### config.mk
export PLATFORM = sky130hd
export DESIGN_NAME = rc4_encrypt_loop
export DESIGN_NICKNAME = d
export VERILOG_FILES = /design/src/rtl/rc4_encrypt_loop.sv
export SDC_FILE = /design/constraint.sdc
export NUM_CORES = 1
export LEC_CHECK = 0
export ABC_CLOCK_PERIOD_IN_PS = 3230
export CAP_MARGIN = 20
export CORE_UTILIZATION = 60
export DETAILED_ROUTE_END_ITERATION = 10
export PLACE_DENSITY = 0.93
export SLEW_MARGIN = 30
export SYNTH_ARGS = -nofsm -noshare
export SYNTH_HDL_FRONTEND = slang
export SYNTH_SLANG_ARGS = --single-unit
### constraint.sdc
create_clock -name clk -period 3.23 [get_ports clk]
set_input_delay 0.323 -clock clk [delete_from_list [all_inputs] [get_ports clk]]
set_output_delay 0.323 -clock clk [all_outputs]
set_load 0.05 [all_outputs]
### src/rtl/rc4_encrypt_loop.sv
`default_nettype none
// ============================================================================
// Module   : rc4_encrypt_loop
// Function : RC4 PRGA encryption over a key-scheduled S RAM:
//            ct[k] = keystream[k] ^ pt[k]
// Revision : 1.0 - initial release
// ============================================================================

module rc4_encrypt_loop #(
  parameter int MSG_LENGTH = 32,
  parameter int RD_LATENCY = 2
) (
  input  logic       clk,
  input  logic       reset,
  input  logic       start_flag,
  output logic       done_flag,
  output logic [7:0] s_addr,
  input  logic [7:0] s_rddata,
  output logic [7:0] s_wrdata,
  output logic       s_wren,
  output logic [7:0] pt_addr,
  input  logic [7:0] pt_rddata,
  output logic [7:0] ct_addr,
  output logic [7:0] ct_wrdata,
  output logic       ct_wren
);

  localparam int                  c_wait_w    = (RD_LATENCY > 0) ? $clog2(RD_LATENCY + 1) : 1;
  localparam logic [c_wait_w-1:0] c_wait_last = c_wait_w'(RD_LATENCY);
  localparam logic [8:0]          c_msg_len   = 9'(MSG_LENGTH);

  typedef enum logic [3:0] {
    S_IDLE  = 4'd0,
    S_CHK   = 4'd1,
    S_RD_SI = 4'd2,
    S_RD_SJ = 4'd3,
    S_WR_SJ = 4'd4,
    S_WR_SI = 4'd5,
    S_RD_F  = 4'd6,
    S_WR_CT = 4'd7,
    S_DONE  = 4'd8
  } state_t;

  state_t              r_state;
  logic [7:0]          r_i;
  logic [7:0]          r_j;
  logic [8:0]          r_k;
  logic [7:0]          r_si;
  logic [7:0]          r_sj;
  logic [c_wait_w-1:0] r_wait;

  logic [7:0] w_j_next;
  logic       w_wait_done;

  assign w_j_next    = r_j + s_rddata;
  assign w_wait_done = (r_wait == c_wait_last);

  // Each read state holds its address for RD_LATENCY extra cycles and
  // samples the returned data on its last cycle.
  always_ff @(posedge clk) begin
    if (reset) begin
      r_state   <= S_IDLE;
      r_i       <= 8'd0;
      r_j       <= 8'd0;
      r_k       <= 9'd0;
      r_si      <= 8'd0;
      r_sj      <= 8'd0;
      r_wait    <= '0;
      done_flag <= 1'b0;
      s_addr    <= 8'd0;
      s_wrdata  <= 8'd0;
      s_wren    <= 1'b0;
      pt_addr   <= 8'd0;
      ct_addr   <= 8'd0;
      ct_wrdata <= 8'd0;
      ct_wren   <= 1'b0;
    end else begin
      case (r_state)
        S_IDLE, S_DONE: begin
          if (start_flag) begin
            r_i       <= 8'd0;
            r_j       <= 8'd0;
            r_k       <= 9'd0;
            done_flag <= 1'b0;
            r_state   <= S_CHK;
          end
        end

        S_CHK: begin
          if (r_k == c_msg_len) begin
            done_flag <= 1'b1;
            s_addr    <= 8'd0;
            pt_addr   <= 8'd0;
            ct_addr   <= 8'd0;
            s_wren    <= 1'b0;
            ct_wren   <= 1'b0;
            r_state   <= S_DONE;
          end else begin
            r_i     <= r_i + 8'd1;
            s_addr  <= r_i + 8'd1;
            r_wait  <= '0;
            r_state <= S_RD_SI;
          end
        end

        S_RD_SI: begin
          if (w_wait_done) begin
            r_si    <= s_rddata;
            r_j     <= w_j_next;
            s_addr  <= w_j_next;
            r_wait  <= '0;
            r_state <= S_RD_SJ;
          end else begin
            r_wait <= r_wait + 1'b1;
          end
        end

        S_RD_SJ: begin
          if (w_wait_done) begin
            r_sj     <= s_rddata;
            s_addr   <= r_j;
            s_wrdata <= r_si;
            s_wren   <= 1'b1;
            r_state  <= S_WR_SJ;
          end else begin
            r_wait <= r_wait + 1'b1;
          end
        end

        S_WR_SJ: begin
          s_addr   <= r_i;
          s_wrdata <= r_sj;
          r_state  <= S_WR_SI;
        end

        // Keystream read is issued only after both swap writes have landed.
        S_WR_SI: begin
          s_wren  <= 1'b0;
          s_addr  <= r_si + r_sj;
          pt_addr <= r_k[7:0];
          r_wait  <= '0;
          r_state <= S_RD_F;
        end

        S_RD_F: begin
          if (w_wait_done) begin
            ct_addr   <= r_k[7:0];
            ct_wrdata <= s_rddata ^ pt_rddata;
            ct_wren   <= 1'b1;
            r_state   <= S_WR_CT;
          end else begin
            r_wait <= r_wait + 1'b1;
          end
        end

        S_WR_CT: begin
          ct_wren <= 1'b0;
          r_k     <= r_k + 9'd1;
          r_state <= S_CHK;
        end

        default: r_state <= S_IDLE;
      endcase
    end
  end

endmodule

`default_nettype wire
==> results.cfg <==
[clock_tree]
cts-htree-levels = 3
cts_setup_buffers = 0
clock_latency_ns = 0.37
tritoncts = done
clk_pin_slew_ns = 0.10
root_buffer = clkbuf_8
ctsHoldBuffers = 0
cts_buffers = 9
cts_resized = 0
cts_sinks = 90
cts_buffer_depth = 2

[worst_setup_path]
critical_path_arrival_ns = 2.75
critPathKind = flop to flop
cp-end-kind = flop
cp_cell_sequence = and3_1, and2_1, a21oi_2, nand2_1, a21oi_1
startpoint_type = flop
cp_top_family = simple AND/OR/NAND/NOR gates
cpPeakStageDelay_ns = 0.87
crit_path_top_delay_cell = dfxtp_1
path_buf_inv = 0
cp-startpoint = r_state[2]
critPathMaxFanout = 23
required_ns = 3.48
r2r_start = r_state[2]

[global_routing]
busiest_layer = met2
grt_use_met2_pct = 54.7
antenna_found_initial = 0
grt_use_met3_pct = 5.05
use_met1_pct = 39.5
track_usage_pct = 32.1
first_global_vias = 4357
grt_overflow = 0
grt_first_pass_wirelength_um = 21300
grt_max_degree = 56

[synth]
synth_cells = 580
synth_cell_types = 63
postSynthAreaPerCell_um2 = 8.14
synth_nets = 621
ys_warn_count = 0
synth_edf_count = 0
synth_area_mm2 = 0.00472
ys_seq_area_share_pct = 38.2
async_flop_share_pct = 0
ys.flop_type = dfxtp_1
ys_ff_latch = 90

[timing]
fmax_ghz = 0.400
fin_crit_ns = 2.50
setup-tns-final_ns = 0
period_share_pct = 77.3
hold_viol = 0
worst_pin_slew_ns = 0.825
drv_slew = 0
relSlewSlack_pct = 44.9
finalSetupViolCount = 0
rsz0062_at_grt = no
clock_skew_ns = 0.0105

[pwr]
total_power_w = 0.00230
pwr_density_cell_mw_per_mm2 = 410
ir_worst_vdd_mv = 0.317
leakage_nw = 2.03

[routing]
vias = 4637
drc = 0
dr.pass1.iters = 7
antenna_left = 0
first_iter_violations = 460
via_per_inst = 6.31
routed_wl_um = 12900
wl_per_cell_um = 17.6

[die]
io_pins = 62
rows = 31
core_mm2 = 0.00741
chipHeight_um = 90.7
fp.dieW_um = 90.7
die_area_mm2 = 0.00822
start_util_pct = 63.7

[layout]
syn_to_final_growth_pct = 19.0
antenna_cells = 0
fillCellCount = 515
fin_util_pct = 75.8
nets = 672
drive_gt1_share_pct = 6.76

[worst_hold_path]
hold_class = flop to flop
min-delay-start = s_wrdata[0]

[place]
globalplace.congestion = 0.944
dp_hpwl_um = 8880
io_buffers = 61

[flow_run]
max_cap_violations = 0

[run_status]
status = finished clean
[where the power goes]
| part | internal, W | switching [W] |
|---|---|---|
| Clock | 0.000447 | 0.000434 |
| Combinational | 0.000103 | 0.000181 |
| Sequential | 0.00112 | 0.0000155 |
| Total | 0.00167 | 0.000631 |
[area by class of cell]
type / instances / area (um2) / area share, %
tap: 99 / 124 / 2.21
sequential: 90 / 1800 / 32.1
clock inverter: 6 / 101 / 1.81
timing repair buffer: 69 / 678 / 12.1
inverter: 8 / 30.0 / 0.535
multi-input combinational: 453 / 2750 / 49.0
clock buffer: 10 / 128 / 2.27
[routing by layer]
| layer | wire length, um | vias to the layer above | part of all wire [%] |
|---|---|---|---|
| met5 | 0 | - | 0 |
| met2 | 6280 | 264 | 49 |
| li1 | - | 2174 | - |
| met3 | 1100 | 32 | 8.6 |
| met4 | 401 | 0 | 3.1 |
| met1 | 5110 | 2167 | 40 |
[final timing paths]
kind	endpoint	slack, ns	depth (start not counted)
min	s_wrdata[0]	0.46	2
min reg2reg	s_wrdata[0]	0.46	2
max reg2reg	ct_addr[3]	0.73	5
max	ct_addr[3]	0.73	5
[through the flow]
step	setup slack, ns	area [um2]	hold WS [ns]	instances
finish	0.732	5610	0.458	735
global route	0.598	5610	0.475	735
CTS	0.826	5610	0.459	735
detailed placement	0.547	5390	0.446	719
global placement	0.621	5390	0.444	719
floorplan	1.27	4720	0.449	580
[state kept, by name, summed over array words and instances, names as in the netlist]
name / flops
r_si: 8
ct_wren: 1
ct_addr: 8
r_state: 4
done_flag: 1
s_wren: 1
s_wrdata: 8
r_j: 8
s_addr: 8
pt_addr: 8
r_k: 9
r_i: 8
ct_wrdata: 8
r_sj: 8
r_wait: 2
[tightest hold or removal path, delay by kind of cell (launching register included)]
family / cells / cell delay, ns
compound gates: 1 / 0.05
simple gates: 1 / 0.05
flops: 1 / 0.32
[cells in the final DEF (no fill, tap or decap), types with 7 or more instances in the layout]
cell type and count:
a211oi_1 17, a21oi_1 75, a22oi_1 23, and3_1 7, buf_4 7, clkbuf_8 9
clkdlybuf4s50_1 60, dfxtp_1 90, ha_1 20, inv_1 7, nand2_1 84, nand3_1 23
nor2_1 66, nor3_1 7, o21ai_0 16, xnor2_1 14, xor2_1 8
[logic make-up (layout without fill, tap and decap cells)]
| group | after synthesis | in the layout | synth area share (%) |
|---|---|---|---|
| xor+xnor | 22 | 22 | 4.08 |
| flops | 90 | 90 | 38.2 |
| fa+ha+maj | 22 | 22 | 6.15 |
| compound gates | 171 | 171 | 23.0 |
| buf+inv | 37 | 93 | 3.53 |
| simple gates | 227 | 227 | 22.6 |
| mux | 11 | 11 | 2.47 |
[cell usage after synthesis, drive strengths merged, types with 2 or more instances]
library cell  number  area [um2]
a2111oi            2        23.8
a211oi            17         128
nand2b             6        37.5
a21o               6        45.0
and2               5        31.3
nor2              68         274
a311oi             4        35.0
o22ai              3        18.8
mux2i              6        60.1
ha                20         250
nand3b             4        30.0
a32oi              2        17.5
nand3             24         125
a21oi             77         393
inv                7        26.3
nor3               9        61.3
clkbuf            14        52.6
nand2             85         322
a31oi              4        25.0
o21ai             19         106
xor2               8        70.1
fa                 2        40.0
and3               7        43.8
o21bai             3        22.5
mux2               5        56.3
xnor2             14         123
or3                6        37.5
nor2b              4        25.0
buf               15        83.8
dfxtp             90        1800
a22o               2        17.5
a22oi             23         173
No activity file was read; power rests on OpenSTA's default activity.
==> edit 1, RTL diff (config.mk and constraints unchanged) <==
Add an input register stage for `pt_rddata`; this delays it by one clock. The other inputs are not delayed to match.
--- a/src/rtl/rc4_encrypt_loop.sv
+++ b/src/rtl/rc4_encrypt_loop.sv
@@ -40,6 +40,12 @@
     S_WR_CT = 4'd7,
     S_DONE  = 4'd8
   } state_t;
+
+  logic [7:0] pt_rddata_q;
+
+  always_ff @(posedge clk) begin
+    pt_rddata_q <= pt_rddata;
+  end
 
   state_t              r_state;
   logic [7:0]          r_i;
@@ -145,7 +151,7 @@
         S_RD_F: begin
           if (w_wait_done) begin
             ct_addr   <= r_k[7:0];
-            ct_wrdata <= s_rddata ^ pt_rddata;
+            ct_wrdata <= s_rddata ^ pt_rddata_q;
             ct_wren   <= 1'b1;
             r_state   <= S_WR_CT;
           end else begin
Function: same outputs for any inputs over 10 cycles, from zero or initial values and one cycle with reset high; that may be too few to reach the edited logic, so the function may still have changed.
==> edit 1 against the original RTL <==
- global-route usage increased by 0.14 points
- total power increased by 7.8%
- synthesized area increased by 4.9%
- worst setup slack got worse by 0.17 ns
- sequential cell count increased by 8
- wire length increased by 4.5%
- final area increased by 3.6%
- critical endpoint is now s_wren$_SDFFE_PP0P_
- largest cell class unchanged
- highest routed layer unchanged
==> edit 1: results <==
export IMPL_grt_antenna_before_repair=0
export IMPL_worstSetupPathType="register to register"
export IMPL_skew_ns=0.0153
export IMPL_seq_area_frac_synth=0.396
export IMPL_drive_gt1_frac=0.0694
export IMPL_antenna_cells=0
export IMPL_synthFlopType="dfxtp_1"
export IMPL_place_area_um2=5580
export IMPL_dr_pass1_iters=6
export IMPL_slew_headroom=0.388
export IMPL_htreeDepth=3
export IMPL_ys_top_cells_by_count="dfxtp_1, nor2_1, a21oi_1"
export IMPL_cts_repair_resize_count=0
export IMPL_p_leak_nw=2.06
export IMPL_nFillCells=560
export IMPL_cts_setup_buffers=0
export IMPL_largest_register_ffs=9
export IMPL_wire_per_inst_um=18.3
export IMPL_grt_total_usage=0.322
export IMPL_clk_latency_ns=0.38
export IMPL_hpwl_um=9010
export IMPL_cts_buffer_depth=2
export IMPL_vdd_ir_drop_max_v=0.000336
export IMPL_grt_max_degree=83
export IMPL_portBuffers=61
export IMPL_path_max_fanout=26
export IMPL_drt_iter0_markers=758
export IMPL_via_per_inst=6.45
export IMPL_arrival_ns=2.90
export IMPL_hp_class="input pin to register"
export IMPL_yosys_warnings=0
export IMPL_synth_area_leaders="dfxtp_1, a21oi_1, nor2_1, ha_1, nand2_1"
export IMPL_cts_buffers=9
export IMPL_gp_congestion=0.951
export IMPL_status="finished clean"
export IMPL_grt_overflow=0
export IMPL_grt_pass1_wl_um=22000
export IMPL_cts_root_buf="clkbuf_8"
export IMPL_synth_fp_nets=626
export IMPL_synth_cell_types=65
export IMPL_clk_pin_slew_worst_paths_ns=0.10
export IMPL_max_flop_register="r_k"
export IMPL_synthArstFlopShare=0
export IMPL_grt_pass1_vias=4509
export IMPL_nets=670
edit 1: per-layer routing:
layer	track usage	part of all wire
met3	0.0583	0.087
met4	0.135	0.026
met2	0.520	0.47
met1	0.423	0.42
met5	0	0
edit 1: final timing paths:
| kind | from | end | slack, ns | cells past startpoint |
|---|---|---|---|---|
| worst max-delay path | r_state[0]$_SDFFE_PP0P_ | s_wren$_SDFFE_PP0P_ | 0.56 | 5 |
| worst min-delay path | reset | s_addr[4]$_SDFFE_PP0P_ | 0.36 | 4 |
| worst max register to register | r_state[0]$_SDFFE_PP0P_ | s_wren$_SDFFE_PP0P_ | 0.56 | 5 |
| worst min register to register | pt_addr[4]$_SDFFE_PP0P_ | pt_addr[4]$_SDFFE_PP0P_ | 0.46 | 2 |
edit 1: cells by family (layout without fill, tap and decap cells):
family          Yosys count  after routing  synth area share
compound gates          171            171             0.218
simple gates            210            210             0.209
fa+ha+maj                22             22            0.0586
mux                      22             22            0.0458
buf+inv                  41             90            0.0354
xor+xnor                 21             21            0.0372
flops                    98             98             0.396
edit 1: cell type report:
type,count,area [um2],area share
Multi-Input combinational cell,446,2820,0.484
Sequential cell,98,1960,0.337
Tap cell,102,128,0.0219
Clock inverter,7,109,0.0187
Clock buffer,9,124,0.0213
Inverter,7,26.3,0.00452
Timing Repair Buffer,67,651,0.112
edit 1: power breakdown:
group          internal [mW]  switching (mW)  total (mW)
registers               1.23          0.0317        1.26
logic                  0.109           0.189       0.298
clock network          0.453           0.472       0.924
edit 1: worst max-delay path: stages, from the launching register on:
cell and delay, ns:
dfxtp_1 0.93, nand2b_1 0.41, nor2_1 0.60, nand2_2 0.28
a21oi_1 0.24, nor2_1 0.06
edit 1: metrics by stage:
step / power (mW) / worst slack, ns / hold WS (ns) / instances / utilization
after floorplan: 1.48 / 1.19 / 0.351 / 585 / -
after global placement: 1.57 / 0.787 / 0.441 / 720 / 0.712
after detailed placement: 1.58 / 0.684 / 0.443 / 720 / 0.712
after CTS: 2.47 / 0.639 / 0.359 / 736 / 0.741
after global routing: 2.58 / 0.353 / 0.374 / 736 / 0.741
final: 2.48 / 0.559 / 0.357 / 736 / 0.741
==> edit 2, RTL diff (config.mk and constraints unchanged) <==
Made on the original files. The parameter `RD_LATENCY` goes from 2 to 1.
--- a/src/rtl/rc4_encrypt_loop.sv
+++ b/src/rtl/rc4_encrypt_loop.sv
@@ -8,7 +8,7 @@
 
 module rc4_encrypt_loop #(
   parameter int MSG_LENGTH = 32,
-  parameter int RD_LATENCY = 2
+  parameter int RD_LATENCY = 1
 ) (
   input  logic       clk,
   input  logic       reset,
Function: changed (Yosys sat finds a counterexample within 10 cycles, from zero or initial values and one cycle with reset high).
==> edit 2 against the original RTL <==
- worst setup slack gained 0.0035 ns
- clock skew is 0.0051 ns higher
- synthesized area shrank 1.5%
- final area is 2.9% lower
- count of clock-buffer cells in the layout is the same
- synthesized cell count is 0.17% lower
- total power decreased by 3.0%
- sequential cell count shrank 1
- wire length fell by 1.3%
- critical endpoint is now s_wrdata[1]$_SDFFE_PP0P_
- largest cell class unchanged
- highest routed layer unchanged
==> edit 2: results <==
export IMPL_status="finished clean"
export IMPL_antenna_cells=0
export IMPL_clk_latency_ns=0.37
export IMPL_cts_setup_buffers=0
export IMPL_clk_pin_slew_worst_paths_ns=0.10
export IMPL_synth_cell_types=63
export IMPL_hp_class="register to register"
export IMPL_synth_area_leaders="dfxtp_1, nand2_1, a21oi_1, nor2_1, ha_1"
export IMPL_via_per_inst=6.33
export IMPL_cts_root_buf="clkbuf_8"
export IMPL_cts_buffer_depth=2
export IMPL_path_max_fanout=27
export IMPL_stdcell_count=725
export IMPL_drive_gt1_frac=0.0559
export IMPL_power_switching_mw=0.691
export IMPL_seq_area_frac_synth=0.383
export IMPL_crit_path_max_incr_delay_ns=0.87
export IMPL_max_flop_register="r_k"
export IMPL_synth_fp_nets=617
export IMPL_arrival_ns=2.76
export IMPL_grt_total_usage=0.315
export IMPL_nets=659
export IMPL_gp_congestion=0.922
export IMPL_worst_pin_slew_ns=1.02
export IMPL_synthArstFlopShare=0
export IMPL_p_leak_nw=1.85
export IMPL_ys_top_cells_by_count="dfxtp_1, nand2_1, nor2_1"
export IMPL_hpwl_um=8870
export IMPL_dpl_cell_count=709
export IMPL_portBuffers=61
export IMPL_grt_pass1_wl_um=20500
export IMPL_htreeDepth=3
export IMPL_grt_antenna_before_repair=0
export IMPL_skew_ns=0.0156
export IMPL_drt_iter0_markers=464
export IMPL_wire_per_inst_um=17.6
export IMPL_syn_inst=579
export IMPL_cts_buffers=9
export IMPL_grt_pass1_vias=4320
export IMPL_crit_family="simple AND/OR/NAND/NOR gates"
export IMPL_vdd_ir_drop_max_v=0.000214
export IMPL_yosys_warnings=0
export IMPL_dr_pass1_iters=5
export IMPL_grt_max_degree=43
export IMPL_cts_repair_resize_count=0
export IMPL_place_area_um2=5270
export IMPL_largest_register_ffs=9
[edit 2: cell count changes after synthesis, moves of 3 or more]
cell	delta
ha_1	-3
a21oi_1	-18
inv_1	+4
a22oi_1	-5
buf_2	+3
a311oi_1	+9
clkbuf_1	+8
nor3b_1	+4
nand3_1	+5
and3_1	-4
or3_1	-5
o21ai_0	-4
nor3_1	+8
buf_4	-5
[edit 2: kinds of logic (layout without fill, tap and decap cells)]
| group | count (synthesis) | count (layout) | synth area share |
|---|---|---|---|
| flops | 89 | 89 | 0.383 |
| compound gates | 157 | 157 | 0.224 |
| fa+ha+maj | 19 | 19 | 0.0544 |
| mux | 8 | 8 | 0.0183 |
| simple gates | 236 | 236 | 0.236 |
| buf+inv | 49 | 96 | 0.0439 |
| xor+xnor | 21 | 21 | 0.0396 |
[edit 2: per-layer routing]
metal	up-vias	GRT usage	wire [um]
li1	2153	-	-
met1	2143	0.372	4900
met2	247	0.543	6370
met3	49	0.0508	916
met4	0	0.175	548
met5	-	0	0
[edit 2: final cells by class]
class	instances	area (um2)
Sequential cell	89	1780
Clock buffer	10	128
Tap cell	99	124
Inverter	12	45.0
Timing Repair Buffer	68	658
Multi-Input combinational cell	441	2660
Clock inverter	6	51.3
Fill cell	560	1920
[edit 2: worst paths after layout]
path,end,cells after the start,slack (ns),start
worst max-delay path,s_wrdata[1]$_SDFFE_PP0P_,4,0.74,r_state[1]$_SDFFE_PP0P_
worst min-delay path,ct_addr[5]$_SDFFE_PP0P_,2,0.46,ct_addr[5]$_SDFFE_PP0P_
worst max register to register,s_wrdata[1]$_SDFFE_PP0P_,4,0.74,r_state[1]$_SDFFE_PP0P_
worst min register to register,ct_addr[5]$_SDFFE_PP0P_,2,0.46,ct_addr[5]$_SDFFE_PP0P_
[edit 2: tightest hold or removal path, cell delays in order (launching register included)]
cell and delay (ns):
dfxtp_1 0.32, nand2_1 0.05, a21oi_1 0.05
[edit 2: per-stage QoR]
stage,worst slack (ns),utilization
3_3_place_gp,0.799,0.715
2_1_floorplan,1.45,-
6_report,0.736,0.739
3_5_place_dp,0.684,0.715
5_1_grt,0.590,0.739
4_1_cts,0.785,0.739
[edit 2: power by group through the flow]
stage	combinational (mW)	sequential (mW)	clock, mW
global placement	0.331	1.18	0
CTS	0.343	1.16	0.720
global route	0.374	1.17	0.762
floorplan	0.207	1.21	0
finish	0.350	1.16	0.723
detailed placement	0.341	1.19	0
